**src/rtl/vga_timing_gen.sv**
```systemverilog
// vga_timing_gen: parametrised VGA raster timing generator.
// A clock divider produces the pixel strobe p_tick. Horizontal and vertical
// counters step on p_tick and run through active, front porch, sync and back
// porch. Sync, blanking and marker outputs are registered from the next counter
// values, so they always describe the position shown on x/y.
module vga_timing_gen #(
  parameter int H_ACTIVE = 640,
  parameter int H_FP     = 16,
  parameter int H_SYNC   = 96,
  parameter int H_BP     = 48,
  parameter int V_ACTIVE = 480,
  parameter int V_FP     = 10,
  parameter int V_SYNC   = 2,
  parameter int V_BP     = 33,
  parameter int CLK_DIV  = 2,
  parameter bit SYNC_POL = 1'b0,
  parameter int XW       = 10,
  parameter int YW       = 10
) (
  input  logic          clk,
  input  logic          reset,
  input  logic          enable,
  output logic          p_tick,
  output logic          hsync,
  output logic          vsync,
  output logic          display_on,
  output logic [XW-1:0] x,
  output logic [YW-1:0] y,
  output logic          line_start,
  output logic          frame_start
);

  localparam int H_TOTAL  = H_ACTIVE + H_FP + H_SYNC + H_BP;
  localparam int V_TOTAL  = V_ACTIVE + V_FP + V_SYNC + V_BP;
  localparam int HS_START = H_ACTIVE + H_FP;
  localparam int HS_END   = H_ACTIVE + H_FP + H_SYNC;
  localparam int VS_START = V_ACTIVE + V_FP;
  localparam int VS_END   = V_ACTIVE + V_FP + V_SYNC;

  // The divider needs at least one bit even when CLK_DIV is 1.
  localparam int DW = (CLK_DIV > 1) ? $clog2(CLK_DIV) : 1;
  localparam logic [DW-1:0] DIV_LAST = DW'(CLK_DIV - 1);

  logic [DW-1:0] div_cnt;
  logic [XW-1:0] h_cnt;
  logic [XW-1:0] h_next;
  logic [YW-1:0] v_cnt;
  logic [YW-1:0] v_next;
  logic          h_wrap;
  logic          v_wrap;
  logic          hs_on;
  logic          vs_on;
  logic          vis_next;

  // The strobe is decoded from the divider register; enable is the only
  // combinational input, so freezing takes effect in the same clk.
  assign p_tick = enable && (div_cnt == DIV_LAST);

  // Position outputs are the counter registers themselves.
  assign x = h_cnt;
  assign y = v_cnt;

  // Divider: counts 0..CLK_DIV-1 while enabled, holds otherwise.
  // NOTE: state registers use <= so every flop samples pre-edge values; = here
  // would make the result depend on block ordering in simulation.
  always_ff @(posedge clk or posedge reset) begin
    if (reset) begin
      div_cnt <= '0;
    end else if (enable) begin
      div_cnt <= (div_cnt == DIV_LAST) ? '0 : div_cnt + DW'(1);
    end
  end

  // Next raster position and the decodes the output registers load from it.
  // NOTE: every signal gets a value at the top of the block before any branch,
  // otherwise an untaken path would hold the old value and infer a latch.
  always_comb begin
    h_wrap = (int'(h_cnt) == H_TOTAL - 1);
    v_wrap = (int'(v_cnt) == V_TOTAL - 1);
    h_next = h_cnt;
    v_next = v_cnt;
    if (p_tick) begin
      h_next = h_wrap ? '0 : h_cnt + XW'(1);
      if (h_wrap) begin
        v_next = v_wrap ? '0 : v_cnt + YW'(1);
      end
    end
    hs_on    = (int'(h_next) >= HS_START) && (int'(h_next) < HS_END);
    vs_on    = (int'(v_next) >= VS_START) && (int'(v_next) < VS_END);
    vis_next = (int'(h_next) < H_ACTIVE) && (int'(v_next) < V_ACTIVE);
  end

  // Counters and registered outputs, all loaded on the same edge so the
  // outputs never lag the position. Markers are one-clk pulses that clear
  // whenever the edge is not a wrap (including while frozen).
  always_ff @(posedge clk or posedge reset) begin
    if (reset) begin
      h_cnt       <= '0;
      v_cnt       <= '0;
      display_on  <= 1'b1;
      hsync       <= ~SYNC_POL;
      vsync       <= ~SYNC_POL;
      line_start  <= 1'b0;
      frame_start <= 1'b0;
    end else begin
      h_cnt       <= h_next;
      v_cnt       <= v_next;
      display_on  <= vis_next;
      hsync       <= hs_on ? SYNC_POL : ~SYNC_POL;
      vsync       <= vs_on ? SYNC_POL : ~SYNC_POL;
      line_start  <= p_tick && h_wrap;
      frame_start <= p_tick && h_wrap && v_wrap;
    end
  end

endmodule

```
**config.mk**
```make
export PLATFORM = sky130hd
export DESIGN_NAME = vga_timing_gen
export DESIGN_NICKNAME = d
export VERILOG_FILES = /design/src/rtl/vga_timing_gen.sv
export SDC_FILE = /design/constraint.sdc
export NUM_CORES = 1
export LEC_CHECK = 0
export BUFFER_PORTS_ARGS = -buffer_cell sky130_fd_sc_hd__buf_2
export CORE_ASPECT_RATIO = 2
export CORE_MARGIN = 2
export CORE_UTILIZATION = 30
export CTS_BUF_LIST = sky130_fd_sc_hd__clkbuf_16
export CTS_CLUSTER_DIAMETER = 60
export DETAILED_ROUTE_END_ITERATION = 7
export MAX_ROUTING_LAYER = met4
export SYNTH_ARGS = -nofsm -noshare
export SYNTH_HDL_FRONTEND = slang
export SYNTH_SLANG_ARGS = --single-unit
```
**constraint.sdc**
```tcl
create_clock -name clk -period 4 [get_ports clk]
set_clock_uncertainty 0.2 [all_clocks]
set_input_delay 0.6 -clock clk [delete_from_list [all_inputs] [get_ports clk]]
set_output_delay 0.6 -clock clk [all_outputs]
set_load 0.05 [all_outputs]
```
Yosys cells after proc, flatten, opt, wreduce, memory -nomap -nowiden
Cells that the tools add are included.
Storage, ports and cells
  register bits after elaboration: 26
  bits of input ports: 3
  output and inout port bits: 26
  word-level logic and storage cells: 33
Operators by class
  add/subtract/negate cells: 3
  magnitude comparators: 6
  equality and inequality tests: 2
  multiplexer cells: 8
  reductions and logical operators: 6
Operator list (count)
  $mux W10: 5
  $add A10 B1 Y10 const B: 2
  $lt A10 B10 Y1 const B: 2
  $lt A10 B9 Y1 const B: 2
  $eq A10 B10 Y1 const B: 1
  $eq A10 B9 Y1 const B: 1
  $ge A10 B10 Y1 const B: 1
  $ge A10 B9 Y1 const B: 1
  $logic_and A1 B1 Y1: 6
  $mux W1: 3
  $add A1 B1 Y1 const B: 1

Longest topological paths before layout
Gate-level depths: netlist of the first run.
  word-level depth: 7
  mapped depth: 8
  depth with buffers taken out: 7

Worst setup path after synthesis of the first run
No wires, ideal clock.
  kind: reg2reg
  start point: register h_cnt[0] (netlist: x[0])
  end point: register vsync
  setup time: 0.086 ns
  data arrival time: 2.478 ns
  data required time: 3.714 ns
  slack: 1.236 ns
  stages on the path, launching flop included: 8
  path buffers: 1
  period minus slack after synthesis: 2.764 ns
  cell sequence: dfrtp_1 -> ha_1 -> nand4_1 -> or4_1 -> buf_2 -> or4_4 -> a22oi_2 -> nand3b_1
On the way
  longest elaborated chain between the ends: 6
  elaborated cells between the ends (all ways): 7
  those cells by class: 2 x order compare; 1 x eq/ne; 3 x mux; 1 x reduce/logical
Ends and longest elaborated chain
  from (decl): RTL line 45  | logic [XW-1:0] h_cnt;
  from (signal assigned): RTL line 106  | h_cnt <= h_next;
  $eq A10 B9 Y1 *: RTL line 78  | h_wrap = (int'(h_cnt) == H_TOTAL - 1);
  $mux W10 *: RTL line 84  | if (h_wrap) begin
  $mux W10 *: RTL line 82  | if (p_tick) begin
  $ge A10 B9 Y1 or $lt A10 B9 Y1 (tied branches): RTL line 89  | vs_on = (int'(v_next) >= VS_START) && (int'(v_next) < VS_END);
  $logic_and A1 B1 Y1 *: RTL line 89
  $mux W1 *: RTL line 110  | vsync <= vs_on ? SYNC_POL : ~SYNC_POL;
  to (signal assigned): RTL line 102  | vsync <= ~SYNC_POL;
  to (signal assigned): RTL line 110
  to (decl): RTL line 25  | output logic vsync,
Mark *: on every way between the ends. The rest lies on a longest branch, timed or not.
A chain may end at the register's enable or synchronous reset.

Worst setup path after layout of the first run
  start point: register h_cnt[0] (netlist: x[0])
  end point: register display_on
On the way
  longest elaborated chain between the ends: 5
  elaborated cells between the ends (all ways): 9
  those cells by class: 1 x add/sub; 2 x order compare; 1 x eq/ne; 4 x mux; 1 x reduce/logical
Ends and longest elaborated chain
  $add A10 B1 Y10 or $eq A10 B9 Y1 (tied branches): RTL line 83, 78
  $mux W10, on equally long branches: RTL line 83, 84
  $mux W10: RTL line 82
  $lt A10 B10 Y1 or $lt A10 B9 Y1 (tied branches): RTL line 90  | vis_next = (int'(h_next) < H_ACTIVE) && (int'(v_next) < V_ACTIVE);
  $logic_and A1 B1 Y1 *: RTL line 90
  net vis_next: RTL line 53  | logic vis_next;
  to (signal assigned): RTL line 108  | display_on <= vis_next;
  to (decl): RTL line 26  | output logic display_on,
Mark *: on every way through the listed nets, which the timed path passes. The rest lies on a longest branch.

==> metrics.json, run 1 <==
{
  "global_route.overflow_total": {"value": 0},
  "slew_headroom": {"value": 33.3, "unit": "%"},
  "hpwl": {"value": 2590, "unit": "µm"},
  "antenna_cells": {"value": 0},
  "vias": {"value": 1239},
  "critical_path_required": {"value": 3.96, "unit": "ns"},
  "power_per_cell_area": {"value": 442, "unit": "nW/µm²"},
  "global_route_wire_length_before_repair": {"value": 5550, "unit": "µm"},
  "post_cts_setup_buffer_count": {"value": 0},
  "start_kind": {"value": "flip-flop"},
  "ys_dominant_reg_cell": {"value": "sky130_fd_sc_hd__dfrtp_1"},
  "tritoncts_clock_tree": {"value": "built"},
  "final.period_utilization": {"value": 70.5, "unit": "%"},
  "worst_setup_path_endpoint": {"value": "display_on$_DFF_PP1_"},
  "synth_common_cells": {"value": "sky130_fd_sc_hd__dfrtp_1 (23), sky130_fd_sc_hd__nand2_1 (16), sky130_fd_sc_hd__o21ai_0 (14), sky130_fd_sc_hd__inv_1 (11)"},
  "setup_tns": {"value": 0, "unit": "ns"},
  "initial_utilization": {"value": 30.8, "unit": "%"},
  "initialDrtViolationCount": {"value": 17},
  "yosys_warnings": {"value": 0},
  "placed_cells_incl_taps": {"value": 231},
  "r2r-end": {"value": "display_on$_DFF_PP1_"},
  "netlist_top_cells_area": {"value": "sky130_fd_sc_hd__dfrtp_1 (41%), sky130_fd_sc_hd__dfstp_2 (5.6%), sky130_fd_sc_hd__o21ai_0 (5.0%), sky130_fd_sc_hd__nand2_1 (4.3%), sky130_fd_sc_hd__nand4_1 (4.0%)"},
  "number_of_cts_inserted_buffers": {"value": 3},
  "cts_resized": {"value": 0},
  "post-synth-top-area-fraction": {"value": 41.0, "unit": "%"},
  "worstSetupPathType": {"value": "flip-flop to flip-flop"},
  "core_region_area": {"value": 4550, "unit": "µm²"},
  "grt_util_all_layers": {"value": 14.2, "unit": "%"},
  "worstRegToRegCells": {"value": 6},
  "mappedNetlistNets": {"value": 160},
  "worst_slack": {"value": 1.18, "unit": "ns"},
  "cts_root_buffer": {"value": "sky130_fd_sc_hd__clkbuf_16"},
  "grt_start_max_net_pins": {"value": 27},
  "post-synth-top-count-cell": {"value": "sky130_fd_sc_hd__dfrtp_1"},
  "series_of_cell_instances_along_the_critical_path": {"value": "ha_1 -> nand4_1 -> or4_1 -> or4_4 -> a22oi_2 -> a211oi_1"},
  "ctsHoldBuffers": {"value": 0},
  "layout_cells_excl_fill": {"value": 235},
  "number_of_global_route_vias_before_repair": {"value": 1173},
  "max_slew.worst_pin.slew": {"value": 1.00, "unit": "ns"},
  "pre_cts_ws": {"value": 1.15, "unit": "ns"},
  "synthesized_netlist_cell_count": {"value": 154},
  "number_of_detailed_routing_iterations_run_before_antenna_repair": {"value": 4},
  "maxSlewViolCount": {"value": 0},
  "post_drt_via_cell_ratio": {"value": 5.27},
  "synth.yosys.seq_area_share": {"value": 46.7, "unit": "%"},
  "slowest_stage": {"value": "sky130_fd_sc_hd__or4_1"},
  "die_h": {"value": 101, "unit": "µm"},
  "fraction_of_layout_instances_using_a_drive_strength_above_1": {"value": 20.6, "unit": "%"},
  "synth-seq-cells": {"value": 26},
  "cts_max_level": {"value": 1},
  "status": {"value": "completed"},
  "wirelength": {"value": 3350, "unit": "µm"},
  "cts.clk_slew.worst_paths": {"value": 0.06, "unit": "ns"},
  "synth.lib_cells_used.distinct": {"value": 34},
  "initial_antenna_violation_count": {"value": 0},
  "area_growth": {"value": 18.8, "unit": "%"},
  "r2r_slack": {"value": 1.18, "unit": "ns"},
  "clock_insertion_delay_worst_skew": {"value": 0.26, "unit": "ns"},
  "number_of_placed_i_o_pins": {"value": 29},
  "dieWidth": {"value": 52.4, "unit": "µm"},
  "route.detailed.drc": {"value": 0},
  "multi_input_area": {"value": 679, "unit": "µm²"},
  "setup.worst_path.end_class": {"value": "flip-flop"},
  "fin_crit": {"value": 2.82, "unit": "ns"},
  "clock.fmax": {"value": 354, "unit": "MHz"},
  "worst_ep_arrival_time": {"value": 2.78, "unit": "ns"},
  "worstReg2RegStart": {"value": "x[0]$_DFF_PP0_"},
  "area_enclosed_by_the_die_boundary": {"value": 5270, "unit": "µm²"},
  "hold_viol": {"value": 0},
  "globalplace.congestion": {"value": 0.898},
  "syn_area": {"value": 1400, "unit": "µm²"},
  "detail-route-antenna-nets": {"value": 0},
  "max_cap_violations": {"value": 0},
  "ff_latch_area": {"value": 654, "unit": "µm²"},
  "design.final.nets": {"value": 187},
  "crit_path_max_fanout": {"value": 17},
  "grt_setup_unrepaired": {"value": "no"},
  "syn_avg_cell_area": {"value": 9.11, "unit": "µm²"},
  "clk_path_buf_depth": {"value": 2},
  "clock_sink_count": {"value": 26},
  "synth.largest_area_cell": {"value": "sky130_fd_sc_hd__dfrtp_1"},
  "wire_per_inst": {"value": 14.2, "unit": "µm"},
  "worst_vdd_ir": {"value": 0.471, "unit": "mV"},
  "static-leakage-power": {"value": 0.000754, "unit": "µW"},
  "placement_rows": {"value": 35},
  "port_buffers": {"value": 28},
  "fraction_of_registers_with_async_set_or_reset_after_synthesis": {"value": 100, "unit": "%"},
  "cpPeakStageDelay": {"value": 0.75, "unit": "ns"},
  "synth_edf_count": {"value": 0},
  "kind_of_path_behind_the_tightest_hold_check": {"value": "flip-flop to flip-flop"},
  "setup.worst_path.start": {"value": "x[0]$_DFF_PP0_"},
  "number_of_endpoints_failing_setup_at_the_final_stage": {"value": 0},
  "nFillCells": {"value": 502},
  "whs": {"value": 0.321, "unit": "ns"}
}
==> worst min path at each step <==
stage | start | end | cells past startpoint
CTS | div_cnt$_DFFE_PP0P_ | div_cnt$_DFFE_PP0P_ | 1
floorplan | div_cnt$_DFFE_PP0P_ | div_cnt$_DFFE_PP0P_ | 1
finish | div_cnt$_DFFE_PP0P_ | div_cnt$_DFFE_PP0P_ | 1
global route | div_cnt$_DFFE_PP0P_ | div_cnt$_DFFE_PP0P_ | 1
global placement | div_cnt$_DFFE_PP0P_ | div_cnt$_DFFE_PP0P_ | 1
detailed placement | div_cnt$_DFFE_PP0P_ | div_cnt$_DFFE_PP0P_ | 1
==> power by group <==
group / internal, µW / switching (µW) / leakage (µW)
combinational: 42.9 / 140 / 0.000388
sequential: 291 / 42.3 / 0.000328
clock: 134 / 86.4 / 0.0000385
==> kinds of logic after synthesis <==
family | after synthesis | synth area share, %
buffers and inverters | 18 | 4.91
and+or+nand+nor | 66 | 25.8
xor gates and xnor gates | 10 | 6.24
AOI/OAI and AO/OA | 31 | 13.7
DFF | 26 | 46.7
adders and majority gates | 3 | 2.68
==> layout make-up <==
| type | count | area share, % |
|---|---|---|
| multi-input cells | 110 | 40.8 |
| well taps | 55 | 4.13 |
| flip-flops and latches | 26 | 39.3 |
| clock buffers | 3 | 4.50 |
| repair buffers | 28 | 8.41 |
| clock inverters | 1 | 0.225 |
| inverters | 12 | 2.70 |
==> sequential cells by signal, summed over array words and instances (netlist names) <==
register,cells
y,10
display_on,1
frame_start,1
hsync,1
x,10
div_cnt,1
vsync,1
line_start,1
==> worst max-delay path: cells and delay by family (launching register included) <==
kind                       cells  cell delay [ns]
and+or+nand+nor                3             1.58
DFF                            1             0.43
AOI/OAI and AO/OA              2             0.28
adders and majority gates      1             0.23
==> cells in the final DEF (no fill, tap or decap), drive strengths merged <==
master / n
and2: 1
nand2b: 1
o311ai: 1
and3: 3
o21ai: 15
ha: 3
a21oi: 5
nor4bb: 1
buf: 28
nor3: 6
o31ai: 7
or4: 4
a211oi: 1
nor2: 7
xnor2: 4
a22oi: 1
xor2: 6
inv: 11
nor4b: 2
o21a: 1
dfstp: 3
clkbuf: 3
nand3: 9
and4: 1
nand2: 16
nor3b: 1
clkinv: 2
nand4b: 1
dfrtp: 23
nand3b: 1
nand4: 9
or3: 3
==> layer usage <==
metal | up-vias | track usage (%) | part of all wire (%)
li1 | 609 | - | -
met1 | 591 | 15.2 | 38
met2 | 33 | 24.5 | 55
met3 | 6 | 1.63 | 3.8
met4 | 0 | 7.89 | 3.0
met5 | - | - | 0
==> per-stage QoR <==
step / power (µW) / utilization, % / area [µm²]
after CTS: 744 / 36.6 / 1670
final: 737 / 36.6 / 1670
after floorplan: 470 / - / 1400
after global routing: 775 / 36.6 / 1670
after global placement: 521 / 34.9 / 1590
after detailed placement: 521 / 34.9 / 1590
Power figures use the tool's default switching activity.
==> run 2, diff against run 1 <==
- clock period: 4 -> 2.9 ns (I/O delays scaled with it)
==> metrics.json, run 2 (synthesis gave the netlist of run 1 again) <==
{
  "antenna_cells": {"value": 0},
  "worst_vdd_ir": {"value": 0.796, "unit": "mV"},
  "fin_crit": {"value": 2.62, "unit": "ns"},
  "global_route.overflow_total": {"value": 0},
  "slew_headroom": {"value": 66.5, "unit": "%"},
  "wire_per_inst": {"value": 14.3, "unit": "µm"},
  "grt_util_all_layers": {"value": 14.5, "unit": "%"},
  "setup.worst_path.start": {"value": "x[5]$_DFF_PP0_"},
  "ctsHoldBuffers": {"value": 0},
  "hold_viol": {"value": 0},
  "clk_path_buf_depth": {"value": 2},
  "setup.worst_path.end_class": {"value": "flip-flop"},
  "initialDrtViolationCount": {"value": 31},
  "area_enclosed_by_the_die_boundary": {"value": 5270, "unit": "µm²"},
  "status": {"value": "completed"},
  "tritoncts_clock_tree": {"value": "built"},
  "initial_utilization": {"value": 30.8, "unit": "%"},
  "port_buffers": {"value": 28},
  "worstReg2RegStart": {"value": "x[5]$_DFF_PP0_"},
  "kind_of_path_behind_the_tightest_hold_check": {"value": "input port to async pin"},
  "power_per_cell_area": {"value": 598, "unit": "nW/µm²"},
  "totalPowerFinal": {"value": 1020, "unit": "µW"},
  "route.detailed.drc": {"value": 0},
  "wirelength": {"value": 3440, "unit": "µm"},
  "global_route_wire_length_before_repair": {"value": 5600, "unit": "µm"},
  "max_slew.worst_pin.slew": {"value": 0.498, "unit": "ns"},
  "vias": {"value": 1257},
  "detail-route-antenna-nets": {"value": 0},
  "maxSlewViolCount": {"value": 0},
  "r2r_slack": {"value": 0.28, "unit": "ns"},
  "worst_ep_arrival_time": {"value": 2.62, "unit": "ns"},
  "max_cap_violations": {"value": 0},
  "nFillCells": {"value": 508},
  "globalplace.congestion": {"value": 0.870},
  "post_cts_setup_buffer_count": {"value": 0},
  "grt_setup_unrepaired": {"value": "no"},
  "clock_insertion_delay_worst_skew": {"value": 0.26, "unit": "ns"},
  "final_cell_mix": {"value": "sky130_fd_sc_hd__buf_2 (28), sky130_fd_sc_hd__dfrtp_1 (23), sky130_fd_sc_hd__nand2_1 (16)"},
  "crit_path_max_fanout": {"value": 8},
  "number_of_global_route_vias_before_repair": {"value": 1188},
  "number_of_detailed_routing_iterations_run_before_antenna_repair": {"value": 4},
  "cts_resized": {"value": 0},
  "start_kind": {"value": "flip-flop"},
  "die_h": {"value": 101, "unit": "µm"},
  "setup_tns": {"value": 0, "unit": "ns"},
  "number_of_endpoints_failing_setup_at_the_final_stage": {"value": 0},
  "critical_path_required": {"value": 2.90, "unit": "ns"},
  "multi_input_area": {"value": 679, "unit": "µm²"},
  "worstSetupPathType": {"value": "flip-flop to flip-flop"},
  "static-leakage-power": {"value": 0.000780, "unit": "µW"},
  "number_of_placed_i_o_pins": {"value": 29},
  "initial_antenna_violation_count": {"value": 0},
  "design.final.nets": {"value": 192},
  "clock_sink_count": {"value": 26},
  "area_growth": {"value": 21.5, "unit": "%"},
  "post_drt_via_cell_ratio": {"value": 5.24},
  "hpwl": {"value": 2550, "unit": "µm"},
  "final.period_utilization": {"value": 90.4, "unit": "%"},
  "ff_latch_area": {"value": 654, "unit": "µm²"},
  "placement_rows": {"value": 35},
  "whs": {"value": 0.0211, "unit": "ns"},
  "dieWidth": {"value": 52.4, "unit": "µm"},
  "core_region_area": {"value": 4550, "unit": "µm²"},
  "cts_max_level": {"value": 1},
  "cts_root_buffer": {"value": "sky130_fd_sc_hd__clkbuf_16"},
  "number_of_cts_inserted_buffers": {"value": 3},
  "fraction_of_layout_instances_using_a_drive_strength_above_1": {"value": 22.7, "unit": "%"},
  "cts.clk_slew.worst_paths": {"value": 0.07, "unit": "ns"},
  "grt_start_max_net_pins": {"value": 27},
  "clock.fmax": {"value": 381, "unit": "MHz"},
  "layout_commonest_cell": {"value": "sky130_fd_sc_hd__buf_2"}
}
-- run 2: cell count changes in the layout (fill, tap and decap cells not counted), sizes merged --
cell	before	now
buf	28	33
inv	11	12
clkinv	2	1
-- run 2: path summary, 6_finish.rpt --
kind                                   endpoint  cells after the start
hold / removal             line_start$_DFF_PP0_                      3
hold reg to reg             div_cnt$_DFFE_PP0P_                      1
min in group clk            div_cnt$_DFFE_PP0P_                      2
setup / recovery                vsync$_DFF_PP1_                      6
max in group asynchronous       hsync$_DFF_PP1_                      3
setup reg to reg                vsync$_DFF_PP1_                      6
-- run 2: where the power goes --
part / internal (µW) / switching [µW]
Combinational: 60.6 / 193
Sequential: 402 / 55.6
Clock: 185 / 124
Total: 647 / 373
-- run 2: stage by stage --
stage	setup slack [ns]	instance area [µm²]	instances	util, %
after floorplan	0.136	1400	154	-
after global placement	0.341	1630	236	35.7
after detailed placement	0.302	1630	236	35.7
after CTS	0.281	1700	240	37.4
after global routing	0.183	1700	240	37.4
final	0.278	1700	240	37.4
-- run 2: critical path, cell delays in order, from the launching register on --
cell and delay (ns):
sky130_fd_sc_hd__dfrtp_1 0.43, sky130_fd_sc_hd__or3_1 0.39, sky130_fd_sc_hd__or4_1 0.59, sky130_fd_sc_hd__buf_4 0.22, sky130_fd_sc_hd__or4_1 0.52, sky130_fd_sc_hd__o21ai_2 0.09
sky130_fd_sc_hd__nand3b_1 0.12
-- run 2: area by class of cell --
cell class,count,area share [%]
Clock inverter,1,0.220
Sequential cell,26,38.4
Inverter,12,2.64
Timing Repair Buffer,33,10.4
Tap cell,55,4.04
Multi-Input combinational cell,110,39.9
Clock buffer,3,4.41
-- run 2: per-layer routing --
| metal | global-route usage [%] | part of all wire [%] |
|---|---|---|
| met5 | - | 0 |
| met4 | 7.69 | 3.5 |
| met3 | 1.34 | 4.0 |
| met2 | 23.8 | 52 |
| met1 | 16.9 | 40 |
